**config.mk**
```make
export PLATFORM = sky130hd
export DESIGN_NAME = note_scheduler
export DESIGN_NICKNAME = d
export VERILOG_FILES = /design/src/rtl/note_scheduler.sv
export SDC_FILE = /design/constraint.sdc
export NUM_CORES = 1
export LEC_CHECK = 0
export CAP_MARGIN = 25
export CORE_MARGIN = 5
export CORE_UTILIZATION = 60
export DETAILED_ROUTE_END_ITERATION = 7
export PLACE_DENSITY = 0.86
export SYNTH_ARGS = -nofsm -noshare
export SYNTH_HDL_FRONTEND = slang
export SYNTH_SLANG_ARGS = --single-unit
export TNS_END_PERCENT = 5
```
**constraint.sdc**
```tcl
create_clock -name clk -period 8.8 [get_ports clk]
set_input_delay 0.88 -clock clk [delete_from_list [all_inputs] [get_ports clk]]
set_output_delay 0.88 -clock clk [all_outputs]
set_load 0.05 [all_outputs]
```
**src/rtl/note_scheduler.sv**
```systemverilog
// Monophonic note-priority scheduler: tracks held notes in a last-note-priority stack
// and drives a note/gate/amplitude envelope to the synth voice.
module note_scheduler #(
  parameter int unsigned STACK_DEPTH = 8,
  parameter int unsigned ATTACK_DIV  = 4800,
  parameter int unsigned RELEASE_DIV = 9600
) (
  input  logic        clk,
  input  logic        rst_n,
  input  logic [15:0] spi_word,
  output logic [6:0]  note,
  output logic        gate,
  output logic [9:0]  amp,
  output logic        active,
  output logic        busy
);

  localparam int unsigned IdxW   = $clog2(STACK_DEPTH);
  localparam int unsigned CntW   = $clog2(STACK_DEPTH + 1);
  localparam int unsigned MaxDiv = (ATTACK_DIV > RELEASE_DIV) ? ATTACK_DIV : RELEASE_DIV;
  localparam int unsigned DivW   = (MaxDiv > 1) ? $clog2(MaxDiv) : 1;

  typedef enum logic [1:0] {StIdle, StScan, StApply, StOut} state_e;
  typedef enum logic [1:0] {EnvIdle, EnvAttack, EnvHold, EnvRelease} env_e;

  state_e            state_q, state_d;
  env_e              env_q, env_d;
  logic [15:0]       spi_q;
  logic              pend_q, pend_d;
  logic [15:0]       pend_word_q, pend_word_d;
  logic              cmd_on_q, cmd_on_d;
  logic              cmd_all_q, cmd_all_d;
  logic [6:0]        cmd_note_q, cmd_note_d;
  logic [6:0]        cmd_vel_q, cmd_vel_d;
  logic [IdxW-1:0]   scan_idx_q, scan_idx_d;
  logic              found_q, found_d;
  logic [IdxW-1:0]   found_idx_q, found_idx_d;
  logic [6:0]        stack_q [STACK_DEPTH];
  logic [6:0]        stack_n [STACK_DEPTH];
  logic [CntW-1:0]   count_q, count_n;
  logic [6:0]        note_q, top_n;
  logic              gate_q, rel_q;
  logic [9:0]        target_q;
  logic [9:0]        amp_q, amp_d;
  logic [DivW-1:0]   div_q, div_d;

  logic              cmd_det, slot_hit, scan_last;
  logic              remove_en, push_en;
  logic [IdxW-1:0]   remove_idx;

  assign cmd_det   = (spi_word != spi_q);
  assign slot_hit  = (CntW'(scan_idx_q) < count_q) && (stack_q[scan_idx_q] == cmd_note_q);
  assign scan_last = (scan_idx_q == IdxW'(STACK_DEPTH - 1));

  // Control FSM: latch latest command, scan the stack one slot per cycle, then apply.
  always_comb begin
    state_d     = state_q;
    pend_d      = pend_q;
    pend_word_d = pend_word_q;
    cmd_on_d    = cmd_on_q;
    cmd_all_d   = cmd_all_q;
    cmd_note_d  = cmd_note_q;
    cmd_vel_d   = cmd_vel_q;
    scan_idx_d  = scan_idx_q;
    found_d     = found_q;
    found_idx_d = found_idx_q;
    if (cmd_det) begin
      pend_d      = 1'b1;
      pend_word_d = spi_word;
    end
    unique case (state_q)
      StIdle: begin
        if (pend_q) begin
          state_d     = StScan;
          cmd_all_d   = (pend_word_q == 16'h0000);
          cmd_on_d    = pend_word_q[15] && (pend_word_q[6:0] != 7'd0);
          cmd_note_d  = pend_word_q[14:8];
          cmd_vel_d   = pend_word_q[6:0];
          scan_idx_d  = '0;
          found_d     = 1'b0;
          found_idx_d = '0;
          if (!cmd_det) pend_d = 1'b0;
        end
      end
      StScan: begin
        if (slot_hit) begin
          found_d     = 1'b1;
          found_idx_d = scan_idx_q;
        end
        if (scan_last) state_d = StApply;
        else           scan_idx_d = scan_idx_q + 1'b1;
      end
      StApply: state_d = StOut;
      StOut:   state_d = StIdle;
      default: state_d = StIdle;
    endcase
  end

  // Stack update: optional removal with compaction, then optional push on top.
  always_comb begin
    remove_en  = 1'b0;
    remove_idx = found_idx_q;
    push_en    = 1'b0;
    if (cmd_on_q) begin
      push_en = 1'b1;
      if (found_q) begin
        remove_en = 1'b1;
      end else if (count_q == CntW'(STACK_DEPTH)) begin
        remove_en  = 1'b1;
        remove_idx = '0;
      end
    end else if (found_q) begin
      remove_en = 1'b1;
    end
    stack_n = stack_q;
    count_n = count_q;
    if (remove_en) begin
      for (int i = 0; i < int'(STACK_DEPTH) - 1; i++) begin
        if (IdxW'(i) >= remove_idx) stack_n[i] = stack_q[i + 1];
      end
      count_n = count_q - 1'b1;
    end
    if (push_en) begin
      stack_n[count_n[IdxW-1:0]] = cmd_note_q;
      count_n = count_n + 1'b1;
    end
    if (cmd_all_q) count_n = '0;
    top_n = (count_n != '0) ? stack_n[IdxW'(count_n - CntW'(1))] : note_q;
  end

  always_ff @(posedge clk or negedge rst_n) begin
    if (!rst_n) begin
      state_q     <= StIdle;
      spi_q       <= '0;
      pend_q      <= 1'b0;
      pend_word_q <= '0;
      cmd_on_q    <= 1'b0;
      cmd_all_q   <= 1'b0;
      cmd_note_q  <= '0;
      cmd_vel_q   <= '0;
      scan_idx_q  <= '0;
      found_q     <= 1'b0;
      found_idx_q <= '0;
      count_q     <= '0;
      note_q      <= '0;
      gate_q      <= 1'b0;
      rel_q       <= 1'b0;
      target_q    <= '0;
      for (int i = 0; i < int'(STACK_DEPTH); i++) stack_q[i] <= '0;
    end else begin
      state_q     <= state_d;
      spi_q       <= spi_word;
      pend_q      <= pend_d;
      pend_word_q <= pend_word_d;
      cmd_on_q    <= cmd_on_d;
      cmd_all_q   <= cmd_all_d;
      cmd_note_q  <= cmd_note_d;
      cmd_vel_q   <= cmd_vel_d;
      scan_idx_q  <= scan_idx_d;
      found_q     <= found_d;
      found_idx_q <= found_idx_d;
      gate_q      <= 1'b0;
      rel_q       <= 1'b0;
      // Registered at the end of APPLY so gate/note/target are all visible during OUT.
      if (state_q == StApply) begin
        stack_q <= stack_n;
        count_q <= count_n;
        note_q  <= top_n;
        gate_q  <= cmd_on_q;
        rel_q   <= (count_q != '0) && (count_n == '0);
        if (cmd_on_q) target_q <= {cmd_vel_q, 3'b111};
      end
    end
  end

  // Envelope: a gate pulse always (re)starts ATTACK from the current amplitude.
  always_comb begin
    env_d = env_q;
    amp_d = amp_q;
    div_d = div_q;
    unique case (env_q)
      EnvIdle: ;
      EnvAttack: begin
        if (amp_q == target_q) begin
          env_d = EnvHold;
        end else if (div_q == DivW'(ATTACK_DIV - 1)) begin
          div_d = '0;
          amp_d = (amp_q < target_q) ? amp_q + 10'd1 : amp_q - 10'd1;
        end else begin
          div_d = div_q + 1'b1;
        end
      end
      EnvHold: ;
      EnvRelease: begin
        if (amp_q == 10'd0) begin
          env_d = EnvIdle;
        end else if (div_q == DivW'(RELEASE_DIV - 1)) begin
          div_d = '0;
          amp_d = amp_q - 10'd1;
        end else begin
          div_d = div_q + 1'b1;
        end
      end
      default: env_d = EnvIdle;
    endcase
    if (gate_q)     env_d = EnvAttack;
    else if (rel_q) env_d = EnvRelease;
    if ((env_d != env_q) || gate_q) div_d = '0;
  end

  always_ff @(posedge clk or negedge rst_n) begin
    if (!rst_n) begin
      env_q <= EnvIdle;
      amp_q <= '0;
      div_q <= '0;
    end else begin
      env_q <= env_d;
      amp_q <= amp_d;
      div_q <= div_d;
    end
  end

  assign note   = note_q;
  assign gate   = gate_q;
  assign amp    = amp_q;
  assign active = (count_q != '0);
  assign busy   = (state_q != StIdle);

endmodule
```
# Word-level counts from Yosys, hierarchy flattened
# Index checks and enable logic that the tools add are counted.
# W data, S select, Z words.
# op_classes
n_addsub,7
order_cmp,13
eq_ne,23
mux,63
bitwise,3
reduce_logical,24
# ops
operator,n
$mux W7,12
$mux W14,5
$bwmux W56,1
$mux W56,1
$mux W10,5
$mux W49,1
$bmux W7 S3,2
$pmux W14 S2,1
$demux W7 S3,1
$pmux W10 S2,1
$mux W3,6
$logic_not A16 Y1,1
$ne A16 B16 Y1,1
$ne A2 B2 Y1 const B,8
$add A14 B1 Y14 const B,1
$eq A14 B13 Y1 const B,1
$eq A14 B14 Y1 const B,1
$mux W1,13
$ge A4 B4 Y1 const B,3
$mux W2,6
$mux W4,3
$not A3 Y4,3
$pmux W3 S2,2
$add A10 B1 Y10 const B,1
other kinds (34),53
# totals
ff_bits,163
in_bits,18
out_inout_bits,20
elab_cells,160

# Logic depth before layout (Yosys ltp)
# Gate-level depths: netlist (run 1).
# logic_depth
ltp_word,15
ltp_mapped,18
ltp_nobuf,15

# Worst setup path after synthesis (run 1)
# OpenSTA, ideal clock, no wires.
# synth_timing
kind,register to register
from,register count_q[0]
to,register note_q[6] (netlist: note[6])
setup_ns,0.087
arrival_time_ns,3.392
t_required_ns,8.713
setup_slack_ns,5.321
path_stages_with_launch,18
path_buffers,3
synth_period_minus_slack_ns,3.479
path_cell_list,dfrtp_1 buf_2 clkinv_1 ha_1 and4b_1 buf_2 nor2_1 nand2_1 o21ai_0 ha_1 nand2_1 nor4_1 nor3_4 xnor2_2 buf_4 nor3_1 a2111o_1 a22oi_1
# synth_via
elab_chain_len,15
elab_cells_between_ends,42
classes_between,add/sub (3); order compare (9); eq/ne (1); mux (24); bitwise (2); reduce/logical (3)
# synth_lines
item,line,text
start: declaration,40,"logic [CntW-1:0] count_q, count_n;"
start signal: assignment,167,count_q <= count_n;
"parallel branches: the longest is 15 deep, another holds $add A4 B1 Y4",-,
end signal: assignment,168,note_q <= top_n;
end: declaration,41,"logic [6:0] note_q, top_n;"
# Several ways; the timed one is not identified. The select of a mux whose other input is x is not followed.
# A chain may end at the register's enable or synchronous reset.

# Worst setup path after layout (run 1)
# Same ends and word-level chain as after synthesis.

==> results by stage, run 1 <==
Global route:
- Global routing used a little over a third of the available met1 tracks.
- The largest net degree at the start of global routing is 94.
- For this run, global-route usage on met3 was measured as under 10%.
- The number of antenna violations at the first check in global routing is 0.
- For this run the aggregate overflow at the end of global routing stands at 0.
- The via count of the first global-routing pass is 7508.
- The global-route wire length before repair is 39400 µm.
- The peak-usage layer in the global routing report is met2.
- Global routing used 38.9% of the available met2 tracks.
- The overall global routing resource usage is approximately a quarter.

Hold path:
- The startpoint identified for the worst hold timing path is cmd_vel_q[2].
- The endpoint with the worst hold slack is target_q[5].
- The worst hold path class is flip-flop to flip-flop.
- The number of cells on the worst hold path is 2.

STA:
- The total of endpoints with negative setup slack in the final report is 0.
- The worst pin sits at a relative slew slack of 31.1%.
- The final worst slack is 4.10 ns.
- The final critical-path required period is approximately 4.7 ns.
- Setup repair after global routing left no endpoint under its margin.
- The tightest hold path in the finished design has a slack of slightly below 0.5 ns.
- The fmax is 213 MHz.
- The max-slew violation count was 0.
- Setup total negative slack on the finished layout was measured at 0 ns.
- The worst-margin pin slew is 1.03 ns.
- The number of failing hold endpoints at the final stage was 0.
- The final critical path takes up 53.5% of the cycle.
- The final setup skew is 0.0125 ns.

Drt:
- The routed layout has 7909 vias.
- For this block, the initial DRC count from the detailed router was 870.
- After detailed routing, the number of remaining DRC violations is 0.
- The sum of routed wire length over all layers is roughly 24000 µm.
- The vias per cell is 6.34.
- In this run the remaining antenna-violating nets after routing total 0.
- The first detailed-routing pass took 5 iterations.
- The routed length per instance is 19.0 µm.

Floorplanning:
- The floorplan step defined a die boundary enclosing 19400 µm².
- The effective utilization at floorplan is 60.8%.
- The floorplan die height is 139 µm.
- The floorplan step defined a core boundary enclosing 16500 µm².
- The floorplan has 47 rows.
- 38 I/O pins were placed.
- The horizontal die dimension is 139 µm.

Cells and area:
- The layout has 1191 filler cells.
- The diode insertion count for antenna repair is 0.
- In the layout the commonest cells are dfrtp_1 (161), nand2_1 (96), mux2i_1 (83).
- The share of cells above drive strength 1 is between 10% and 20%.
- After the flow finishes, the layout carries non-filler instances totaling 1247.
- The synthesis-to-finish area growth is 10.0%.
- The leading cell type in the layout, fill and taps excluded is dfrtp_1.
- The layout net count is 1057.

Critical path:
- The worst setup path is launched from a flip-flop.
- At the worst endpoint, the required time is 9.14 ns.
- The highest fanout seen on the critical path is 30.
- In this run the critical register-to-register path is captured at note[6].
- The slack of the worst reg-to-reg path is 4.10 ns.
- The launch instance of the worst register-to-register path is count_q[0].
- The worst reg2reg path depth is 11.
- The critical path arrival is a little over 5 ns.
- The critical path is of the flip-flop to flip-flop type.
- The endpoint class of the critical path is a flip-flop.

Power and ir drop:
- The static leakage power is 5.05 nW.
- Dividing total power by cell area gives a power density of approximately 190 nW/µm².
- Across the VDD grid, the largest voltage drop is 0.136 mV.
- Overall power consumption after layout is estimated at 2.10 mW.

Place:
- The pre-CTS setup slack is 4.30 ns.
- After legalization and detailed placement, the total HPWL measured approximately 16000 µm.
- The count of port buffers added during placement is 37.
- The global placer's final weighted congestion is 0.924.
- Including well taps, the total number of placed cells is 1214.

Synth:
- The sequential area share after synthesis is 40.1%.
- The mean instance size in the synthesized netlist is slightly below 10 µm².
- The number of different library cells in the post-synthesis netlist is 75.
- Counting flops with a built-in enable in the synthesized netlist gives 0.
- Synthesis produced a netlist with a net count of 1057.
- Summing every instance area after synthesis gives approximately 10000 µm².
- Of all flip-flops after synthesis, the portion carrying an async set or reset was 100%.
- In the synthesized netlist the dominant register cell turns out to be dfrtp_1.
- The cell count after synthesis came out at 1014.
- During synthesis, Yosys emitted a total of 0 warnings.
- Synthesis inferred ~160 register bits.

Clock tree:
- The longest clock path from root to sink contains 2 buffers.
- For the worst-skew pair, the clock arrives at the later sink with an insertion delay of 0.43 ns.
- Clock tree synthesis found a total of 161 sinks.
- The TritonCTS clock tree is built.
- The hold buffer count at cts is 0.
- Clock-pin slew was measured on the worst setup and hold paths at around 0.070 ns.
- The cell chosen for the clock root is clkbuf_16.
- In this run the post-CTS setup repair buffer count came out at 0.
- Post-CTS repair changed the size of 0 cells.
- The maximum level of the CTS H-tree is 4.
- Buffers inserted during clock tree synthesis total 17.

Outcome:
- The flow ran to the end, and the final reports show no timing, DRC or antenna violations.

Flow run:
- Max-cap violations in this run came to 0.
[registers in the layout (all words and copies together), names as in the netlist, 2 cells and up]
name         flops
cmd_vel_q        7
target_q         8
scan_idx_q       3
pend_word_q     16
div_q           14
env_q            2
amp             10
state_q          2
stack_q         56
count_q          4
note             7
cmd_note_q       7
found_idx_q      3
spi_q           16
[metal layers]
| metal | up-vias | wire length [µm] | share of wire [%] |
|---|---|---|---|
| met4 | 0 | 368 | 1.6 |
| met5 | - | 0 | 0 |
| met1 | 3862 | 10200 | 43 |
| li1 | 3679 | - | - |
| met3 | 35 | 1690 | 7.1 |
| met2 | 333 | 11400 | 48 |
[cells in the mapped netlist (8+ instances only)]
library cell / n / area [µm²]
dfrtp_1: 161 / 4030
inv_1: 49 / 184
nand2_1: 96 / 360
buf_2: 13 / 65.1
a21oi_1: 46 / 230
xor2_1: 14 / 123
a211oi_1: 15 / 113
mux2_2: 69 / 777
ha_1: 25 / 313
nor2_1: 69 / 259
mux2i_1: 83 / 831
nor4_1: 9 / 56.3
nand4_1: 20 / 125
clkbuf_1: 41 / 154
a221o_1: 8 / 80.1
a21o_1: 17 / 128
o21ai_0: 60 / 300
nor3_1: 23 / 115
xnor2_1: 29 / 254
nand3_1: 13 / 65.1
o22ai_1: 8 / 50.1
o211ai_1: 10 / 75.1
mux4_2: 9 / 203
[logic make-up after synthesis]
logic type / after synthesis / share of synthesized area (%)
flip-flops: 161 / 40.1
XOR/XNOR: 44 / 3.91
buffers and inverters: 115 / 4.83
AND/OR/NAND/NOR: 284 / 13.9
adder cells (fa/ha/maj): 25 / 3.11
multiplexers: 168 / 19.6
AO/OA/AOI/OAI: 217 / 14.6
[critical path: stages (launching register included)]
cell and delay, ns:
dfrtp_1 0.50, clkinv_1 0.28, ha_1 0.34, nand4b_1 0.44, nand2_1 0.12, mux2_2 0.52, inv_1 0.56, ha_1 0.47
xnor2_2 0.61, nor3_2 0.19, a2111o_1 0.42, a22oi_1 0.16
[through the flow]
stage                     cell area, µm²  util (%)
after CTS                          11000      66.8
after global placement             10500      63.3
final                              11100      66.9
after global routing               11100      66.9
after floorplan                    10000         -
after detailed placement           10500      63.4
[how the worst max path moves through the flow]
stage	from	cells after the start	end
3_5_place_dp	count_q[0]	11	note[6]
2_1_floorplan	count_q[0]	17	note[6]
4_1_cts	count_q[0]	11	note[6]
5_1_grt	count_q[0]	12	note[1]
3_3_place_gp	count_q[0]	12	note[2]
6_report	count_q[0]	11	note[6]
[cell type report]
class | instances | area (µm²) | share of cell area [%]
well taps | 220 | 275 | 2.49
inverters | 50 | 188 | 1.70
clock inverters | 13 | 124 | 1.12
repair buffers | 46 | 439 | 3.97
clock buffers | 19 | 453 | 4.10
flip-flops and latches | 161 | 4030 | 36.5
multi-input cells | 738 | 5550 | 50.2
[power breakdown]
| group | switching, mW | internal [mW] | total (mW) |
|---|---|---|---|
| Combinational | 0.311 | 0.192 | 0.504 |
| Sequential | 0.0688 | 0.800 | 0.868 |
| Clock | 0.317 | 0.409 | 0.727 |
| Total | 0.698 | 1.40 | 2.10 |
(Power assumes the default switching activity.)
==> run 2: changes to the inputs <==
--- a/config.mk
+++ b/config.mk
@@ -7,9 +7,9 @@
 export LEC_CHECK = 0
 export CAP_MARGIN = 25
 export CORE_MARGIN = 5
-export CORE_UTILIZATION = 60
+export CORE_UTILIZATION = 56
 export DETAILED_ROUTE_END_ITERATION = 7
-export PLACE_DENSITY = 0.86
+export PLACE_DENSITY = 0.84
 export SYNTH_ARGS = -nofsm -noshare
 export SYNTH_HDL_FRONTEND = slang
 export SYNTH_SLANG_ARGS = --single-unit
==> constraint.sdc (replaced) <==
create_clock -name clk -period 4.3 [get_ports clk]
set_input_delay 0.43 -clock clk [delete_from_list [all_inputs] [get_ports clk]]
set_output_delay 0.43 -clock clk [all_outputs]
set_load 0.05 [all_outputs]
==> run 2 against run 1 <==
  * Clock power rose by 120%
  * Clock-buffer cell count fell by 2
  * Sequential share of layout area fell by 0.59 points
  * Sequential cell count did not move
  * Total power rose by 110%
  * Cell count rose by 1.6%
  * Combinational power rose by 110%
  * Via count fell by 0.18%
  * Final area rose by 1.7%
  * Clock skew fell by 0.0021 ns
  * First-iteration DRC count fell by 16%
  * Sequential power rose by 100%
  * Critical path type unchanged
==> results by stage, run 2 (synthesis results as in run 1) <==
Outcome:
- The flow ran to the end, and the final reports show no timing, DRC or antenna violations.

Critical path:
- The most critical setup path has its startpoint at count_q[0].
- The critical path arrival was 4.26 ns (-0.79 ns).
- The kind of cell adding the most delay to the critical path is simple AND/OR/NAND/NOR gates.
- The stage delay of the slowest cell on the critical path was 0.49 ns (-0.12 ns).
- The count of buffering cells on the critical path with inverters included is 2 (unchanged).
- On the critical path, the stage with the largest delay is an instance of dfrtp_1.
- The highest fanout seen on the critical path came to 16 (-47%).
- The worst register-to-register path begins at count_q[0].
- STA classifies the critical path endpoint as a flip-flop.
- The critical path goes through clkinv_1 -> ha_1 -> and4b_1 -> nor2_1 -> nand2_1 -> o21ai_0 -> ha_1 -> nand2_1 -> nor4_1 -> nor3_4 -> xnor2_2 -> buf_4 -> a2111oi_0 -> a211oi_1 -> mux2i_1 -> a21oi_1.
- By startpoint and endpoint, the worst setup path is classified as flip-flop to flip-flop.
- The kind of launch point of the worst setup path is a flip-flop.
- The slack of the worst reg-to-reg path was 0.34 ns (-3.76 ns).
- In this run the critical register-to-register path is captured at note[4].
- The data required time at the worst endpoint was 4.60 ns (-4.54 ns).
- The worst reg2reg path depth is 16 (+5).

Cells and area:
- The diode insertion count for antenna repair came to 0 (unchanged).
- The area taken by flip-flops and latches is 4030 µm² (unchanged).
- The synthesis-to-finish area growth is 11.8%.
- The number of fill cells came to 1339 (+12%).
- The number of flip-flops under the largest register name is 56 (unchanged).
- The layout net count came to 1068 (+1.0%).
- The share of cells above drive strength 1 was 15.4% (+0.81 points).
- The library cell used most frequently in the layout, excluding fill and tap cells, is dfrtp_1.
- The largest registers in the layout are stack_q x56, pend_word_q x16, spi_q x16.
- The library cells used most frequently in the layout, excluding fill and tap cells, are dfrtp_1 (161), nand2_1 (96), mux2i_1 (83).
- The register ranked first by flip-flop count is stack_q.
- The multi-input combinational cell area came to 5550 µm² (+0.11%).

Drt:
- The detailed-route via count is 7895 (-0.18%).
- The vias per cell is 6.23 (-1.8%).
- The routed length per instance was 19.1 µm (+0.55%).
- The count of antenna-violating nets left after detailed routing was 0 (unchanged).
- The violation count after the first detailed-route iteration is 735 (-16%).
- The sum of routed wire length over all layers is 24200 µm (+2.2%).
- The remaining design rule violation count is 0 (unchanged).
- The detailed-routing iteration count for the pre-antenna-repair pass is 6 (+1).

Floorplanning:
- The horizontal die dimension is 144 µm (+3.3%).
- The total I/O pin count came to 38 (unchanged).
- The floorplan die height came to 144 µm (+3.3%).
- The die area is 20700 µm² (+6.6%).
- The area inside the core boundary is 17800 µm² (+8.0%).
- The total number of placement rows is 49 (+4.3%).
- The effective utilization at floorplan is 56.3% (-4.5 points).

STA:
- The worst-margin pin slew is 0.905 ns (-0.120 ns).
- Setup repair after global routing left no endpoint under its margin.
- The number of failing hold endpoints at the final stage is 0 (unchanged).
- The final setup skew was 0.0104 ns (-0.00210 ns).
- The total of endpoints with negative setup slack in the final report was 0 (unchanged).
- The final worst-path cycle share is 92.2% (+39 points).
- The max-slew violation count is 0 (unchanged).
- The setup TNS was 0 ns (unchanged).
- The fmax came to 252 MHz (+19%).
- The final critical-path required period was 3.96 ns (-0.740 ns).
- The max-slew headroom at the worst pin was 38.5% (+7.3 points).

Global route:
- The global-route wire length before repair is 40500 µm (+2.7%).
- The via count of the first global-routing pass was 7888 (+5.1%).
- The overall global routing resource usage was 24.5% (-0.17 points).
- The leftover overflow at the end of global routing is 0 (unchanged).
- The largest net degree at the start of global routing is 109 (+16%).
- The number of antenna violations at the first check in global routing is 0 (unchanged).

Clock tree:
- The maximum count of clock buffers along a single path is 2 (unchanged).
- The cell chosen for the clock root is clkbuf_16.
- The clock-pin slew reported for the worst setup and hold paths after clock tree synthesis is 0.07 ns (about the same).
- The maximum level of the CTS H-tree came to 4 (unchanged).
- The number of buffers created by CTS came to 17 (unchanged).
- The clock latency of the later-clocked register in the worst-skew pair came to 0.43 ns (about the same).
- The clock sink count is 161 (unchanged).
- TritonCTS built the clock tree.
- The count of buffers added by post-CTS timing repair for setup was 0 (unchanged).

Power and ir drop:
- The static leakage power is 5.15 nW (+2.0%).
- The post-layout total power was 4.45 mW (+110%).
- The maximum vdd ir drop is 0.280 mV (+110%).
- The total power per unit cell area is 396 nW/µm² (+110%).

Flow run:
- The max-cap violation count was 0 (unchanged).

Place:
- The count of port buffers added during placement was 37 (unchanged).
- The post-DP HPWL came to 16500 µm (+1.3%).
- The global placer's final weighted congestion is 0.926 (+0.24%).

Hold path:
- The worst hold path belongs to the class primary input to asynchronous set/reset pin.
-- run 2: cell types whose count changed in the layout (fill, tap and decap cells not counted), moves of 2 or more --
cell / delta
clkbuf_8: -2
clkinvlp_4: -3
buf_4: +7
bufinv_16: +2
inv_8: +3
-- run 2: repair_timing --
item	4_1_cts	5_1_grt
hold buffers	0	1
hold endpoints to repair	0	5
resized for setup	0	1
setup endpoints to repair	0	1
-- run 2: cell type report --
| cell class | count | share of cell area, % |
|---|---|---|
| multi-input cells | 738 | 49.4 |
| flip-flops and latches | 161 | 35.9 |
| repair buffers | 57 | 4.99 |
| clock buffers | 17 | 3.79 |
| well taps | 229 | 2.55 |
| clock inverters | 15 | 1.74 |
| inverters | 50 | 1.67 |
-- run 2: how the worst max path moves through the flow --
| stage | slack [ns] | end | depth (start not counted) |
|---|---|---|---|
| 2_1_floorplan | 0.82 | note[6] | 17 |
| 4_1_cts | 0.35 | note[5] | 16 |
| 3_5_place_dp | 0.38 | note[5] | 16 |
| 3_3_place_gp | 0.54 | note[2] | 16 |
| 6_report | 0.34 | note[4] | 16 |
| 5_1_grt | 0.004 | note[1] | 16 |
-- run 2: power breakdown --
group          switching [mW]  internal [mW]  total, mW
sequential              0.138           1.64       1.77
clock                   0.675          0.935       1.61
combinational           0.653          0.415       1.07
-- run 2: stage by stage --
stage	util (%)	hold WS, ns	worst slack (ns)	cell area, µm²	std cells
after floorplan	-	0.134	0.821	10000	1014
after global placement	59.1	0.460	0.541	10600	1231
after detailed placement	59.1	0.468	0.380	10600	1231
after CTS	62.6	0.166	0.347	11200	1263
after global routing	63.0	0.374	0.00403	11200	1267
final	63.0	0.364	0.336	11200	1267
-- run 2: routing by layer --
layer  vias to the layer above  share of wire [%]  track usage [%]
met3                        49                7.8             4.69
met4                         0                2.2             8.97
met2                       328                 48             39.2
li1                       3687                  -                -
met5                         -                  0                0
met1                      3831                 42             33.3
==> run 3: changes to the inputs <==
--- a/config.mk
+++ b/config.mk
@@ -5,6 +5,7 @@
 export SDC_FILE = /design/constraint.sdc
 export NUM_CORES = 1
 export LEC_CHECK = 0
+export ABC_CLOCK_PERIOD_IN_PS = 3600
 export CAP_MARGIN = 25
 export CORE_MARGIN = 5
 export CORE_UTILIZATION = 56
==> constraint.sdc (replaced) <==
create_clock -name clk -period 3.6 [get_ports clk]
set_input_delay 0.36 -clock clk [delete_from_list [all_inputs] [get_ports clk]]
set_output_delay 0.36 -clock clk [all_outputs]
set_load 0.05 [all_outputs]
==> run 3 against run 2 <==
  * Register-to-register slack worse by 0.09 ns
  * First-iteration DRC count up 32%
  * Core utilization up 0.60 points
  * Critical path type unchanged
  * Largest power group unchanged
==> results by stage, run 3 (synthesis results as in run 1) <==
Flow run:
- The max-cap violation count is 0 (unchanged).

Floorplanning:
- The total number of placement rows is 49 (unchanged).
- The die area is 20700 µm² (unchanged).
- The floorplan die height came to 144 µm (unchanged).
- The area inside the core boundary was 17800 µm² (unchanged).
- The effective utilization at floorplan came to 56.3% (unchanged).
- The horizontal die dimension is 144 µm (unchanged).
- The total I/O pin count came to 38 (unchanged).

Critical path:
- The most critical setup path has its endpoint at note[3].
- The worst setup path is captured at a flip-flop.
- The highest fanout seen on the critical path was 22 (+6).
- The slack of the worst reg-to-reg path is 0.25 ns (-0.09 ns).
- The number of cells on the critical path is 10 (-6).
- The launch instance of the worst register-to-register path is count_q[1].
- Walking the worst path, the cells encountered are inv_1 -> ha_1 -> and3_1 -> a211o_1 -> a21o_1 -> nand2_1 -> a2111oi_0 -> a211oi_1 -> mux2i_1 -> a21oi_1.
- The endpoint of the lowest-slack register-to-register path is note[3].
- The worst reg2reg path depth is 10 (-6).
- The critical path arrival is 3.67 ns (-0.59 ns).
- The critical path is of the flip-flop to flip-flop type.
- The critical path starts at count_q[1].
- The kind of launch point of the worst setup path is a flip-flop.
- The count of buffering cells on the critical path with inverters included is 1 (-1).
- The stage delay of the slowest cell on the critical path came to 0.65 ns (+0.16 ns).
- The slowest stage of the critical path is the a21o_1 cell.
- The kind of cell adding the most delay to the critical path is compound AO/OA/AOI/OAI gates.
- The data required time at the worst endpoint came to 3.92 ns (-0.68 ns).

Cells and area:
- In the layout the commonest cells are dfrtp_1 (161), nand2_1 (96), mux2i_1 (83).
- The number of fill cells is 1343 (+0.30%).
- The multi-input combinational cell area was 5560 µm² (+0.14%).
- The number of flip-flops under the largest register name was 56 (unchanged).
- The share of cells above drive strength 1 is 16.7% (+1.3 points).
- The final instance area is 11300 µm² (+0.96%).
- The layout net count is 1083 (+1.4%).
- The library cell used most frequently in the layout, excluding fill and tap cells, is dfrtp_1.
- The register ranked first by flip-flop count is stack_q.
- The diode insertion count for antenna repair is 0 (unchanged).
- Compared with the post-synthesis result, the final layout area differs by 12.9%.
- The area taken by flip-flops and latches is 4030 µm² (unchanged).
- In the final layout, the registers with the most flip-flops are stack_q x56, pend_word_q x16, spi_q x16.

Drt:
- The count of antenna-violating nets left after detailed routing is 0 (unchanged).
- The routed length per instance is 19.6 µm (+2.3%).
- The vias per cell is 6.37 (+2.2%).
- The violation count after the first detailed-route iteration is 967 (+32%).
- The detailed-route via count came to 8168 (+3.5%).
- The detailed-routing iteration count for the pre-antenna-repair pass is 6 (unchanged).
- The remaining design rule violation count is 0 (unchanged).
- The sum of routed wire length over all layers is 25100 µm (+3.5%).

Clock tree:
- The maximum level of the CTS H-tree is 4 (unchanged).
- The clock sink count is 161 (unchanged).
- The maximum count of clock buffers along a single path was 2 (unchanged).
- The count of buffers added by post-CTS timing repair for setup came to 0 (unchanged).
- The cell chosen for the clock root is clkbuf_16.
- The number of buffers created by CTS is 17 (unchanged).
- TritonCTS built the clock tree.
- The clock latency of the later-clocked register in the worst-skew pair is 0.44 ns (about the same).
- The clock-pin slew reported for the worst setup and hold paths after clock tree synthesis is 0.08 ns (about the same).

STA:
- The max-slew headroom at the worst pin is 30.3% (-8.1 points).
- The final setup skew was 0.0117 ns (+0.00132 ns).
- The worst-margin pin slew is 1.04 ns (+0.138 ns).
- The final worst-path cycle share was 93.1% (+0.89 points).
- The setup TNS came to 0 ns (unchanged).
- The fmax is 298 MHz (+18%).
- Setup repair after global routing left no endpoint under its margin.
- The total of endpoints with negative setup slack in the final report was 0 (unchanged).
- The max-slew violation count is 0 (unchanged).
- The final critical-path required period was 3.35 ns (-0.613 ns).
- The number of failing hold endpoints at the final stage is 0 (unchanged).

Global route:
- The via count of the first global-routing pass came to 7973 (+1.1%).
- The number of antenna violations at the first check in global routing is 0 (unchanged).
- The global-route wire length before repair was 41300 µm (+1.9%).
- The largest net degree at the start of global routing is 72 (-34%).
- The overall global routing resource usage is 25.0% (+0.55 points).
- The leftover overflow at the end of global routing is 0 (unchanged).

Outcome:
- The flow ran to the end, and the final reports show no timing, DRC or antenna violations.

Place:
- The count of port buffers added during placement is 37 (unchanged).
- The global placer's final weighted congestion was 0.951 (+2.6%).
- The post-DP HPWL is 17100 µm (+3.6%).
- The cell area after placement is 10700 µm² (+1.5%).

Hold path:
- The worst hold path class is primary input to flip-flop.

Power and ir drop:
- The maximum vdd ir drop was 0.365 mV (+30%).
- The total power per unit cell area is 464 nW/µm² (+17%).
- The static leakage power was 5.21 nW (+1.1%).
[run 3: cell count changes in the layout (fill, tap and decap cells not counted), sizes merged]
cell	before	now
buf	20	35
clkinv	5	8
bufinv	3	0
[run 3: routing by layer]
layer | vias to the layer above | GRT usage [%] | share of wire [%]
li1 | 3732 | - | -
met1 | 4015 | 34.8 | 42
met2 | 339 | 39.3 | 48
met3 | 82 | 4.33 | 6.9
met4 | 0 | 9.86 | 3.1
met5 | - | 0 | 0
[run 3: repair_timing]
item                                    in CTS  in global routing
gates resized for setup                      0                  3
hold buffers                                 1                  0
endpoints found under the hold margin       58                  0
endpoints found under the setup margin       0                  6
[run 3: cell type report]
class | count | area share [%]
Multi-Input combinational cell | 738 | 49.0
Timing Repair Buffer | 72 | 5.95
Sequential cell | 161 | 35.5
Inverter | 50 | 1.65
Tap cell | 229 | 2.53
Clock inverter | 15 | 1.60
Clock buffer | 17 | 3.75
[run 3: how the worst min path moves through the flow]
| stage | startpoint | end | depth (start not counted) |
|---|---|---|---|
| after global routing | spi_word[4] | spi_q[4] | 1 |
| after CTS | spi_word[5] | spi_q[5] | 1 |
| after floorplan | rst_n | amp[0] | 0 |
| final | spi_word[5] | spi_q[5] | 1 |
| after detailed placement | rst_n | pend_word_q[5] | 1 |
| after global placement | rst_n | spi_q[5] | 1 |
[run 3: where the power goes]
part / internal, mW / switching (mW) / leakage [nW]
registers: 1.95 / 0.152 / 2.06
logic: 0.509 / 0.822 / 2.85
clock network: 0.942 / 0.887 / 0.296
[run 3: worst register-to-register path, stage by stage (launching register included)]
cell and delay [ns]:
dfrtp_1 0.39, inv_1 0.10, ha_1 0.26, and3_1 0.28, a211o_1 0.46, a21o_1 0.65
nand2_1 0.22, a2111oi_0 0.56, a211oi_1 0.10, mux2i_1 0.16, a21oi_1 0.05
[run 3: through the flow]
stage                     hold WS [ns]  power [mW]  std cells  setup WS, ns  util, %
after floorplan                 0.0644        3.01       1014         0.121        -
after global placement           0.361        3.38       1249         0.385     60.0
after detailed placement         0.358        3.41       1249         0.251     60.0
after CTS                        0.421        5.26       1282         0.205     63.5
after global routing             0.436        5.48       1282        0.0781     63.6
final                            0.431        5.27       1282         0.249     63.6
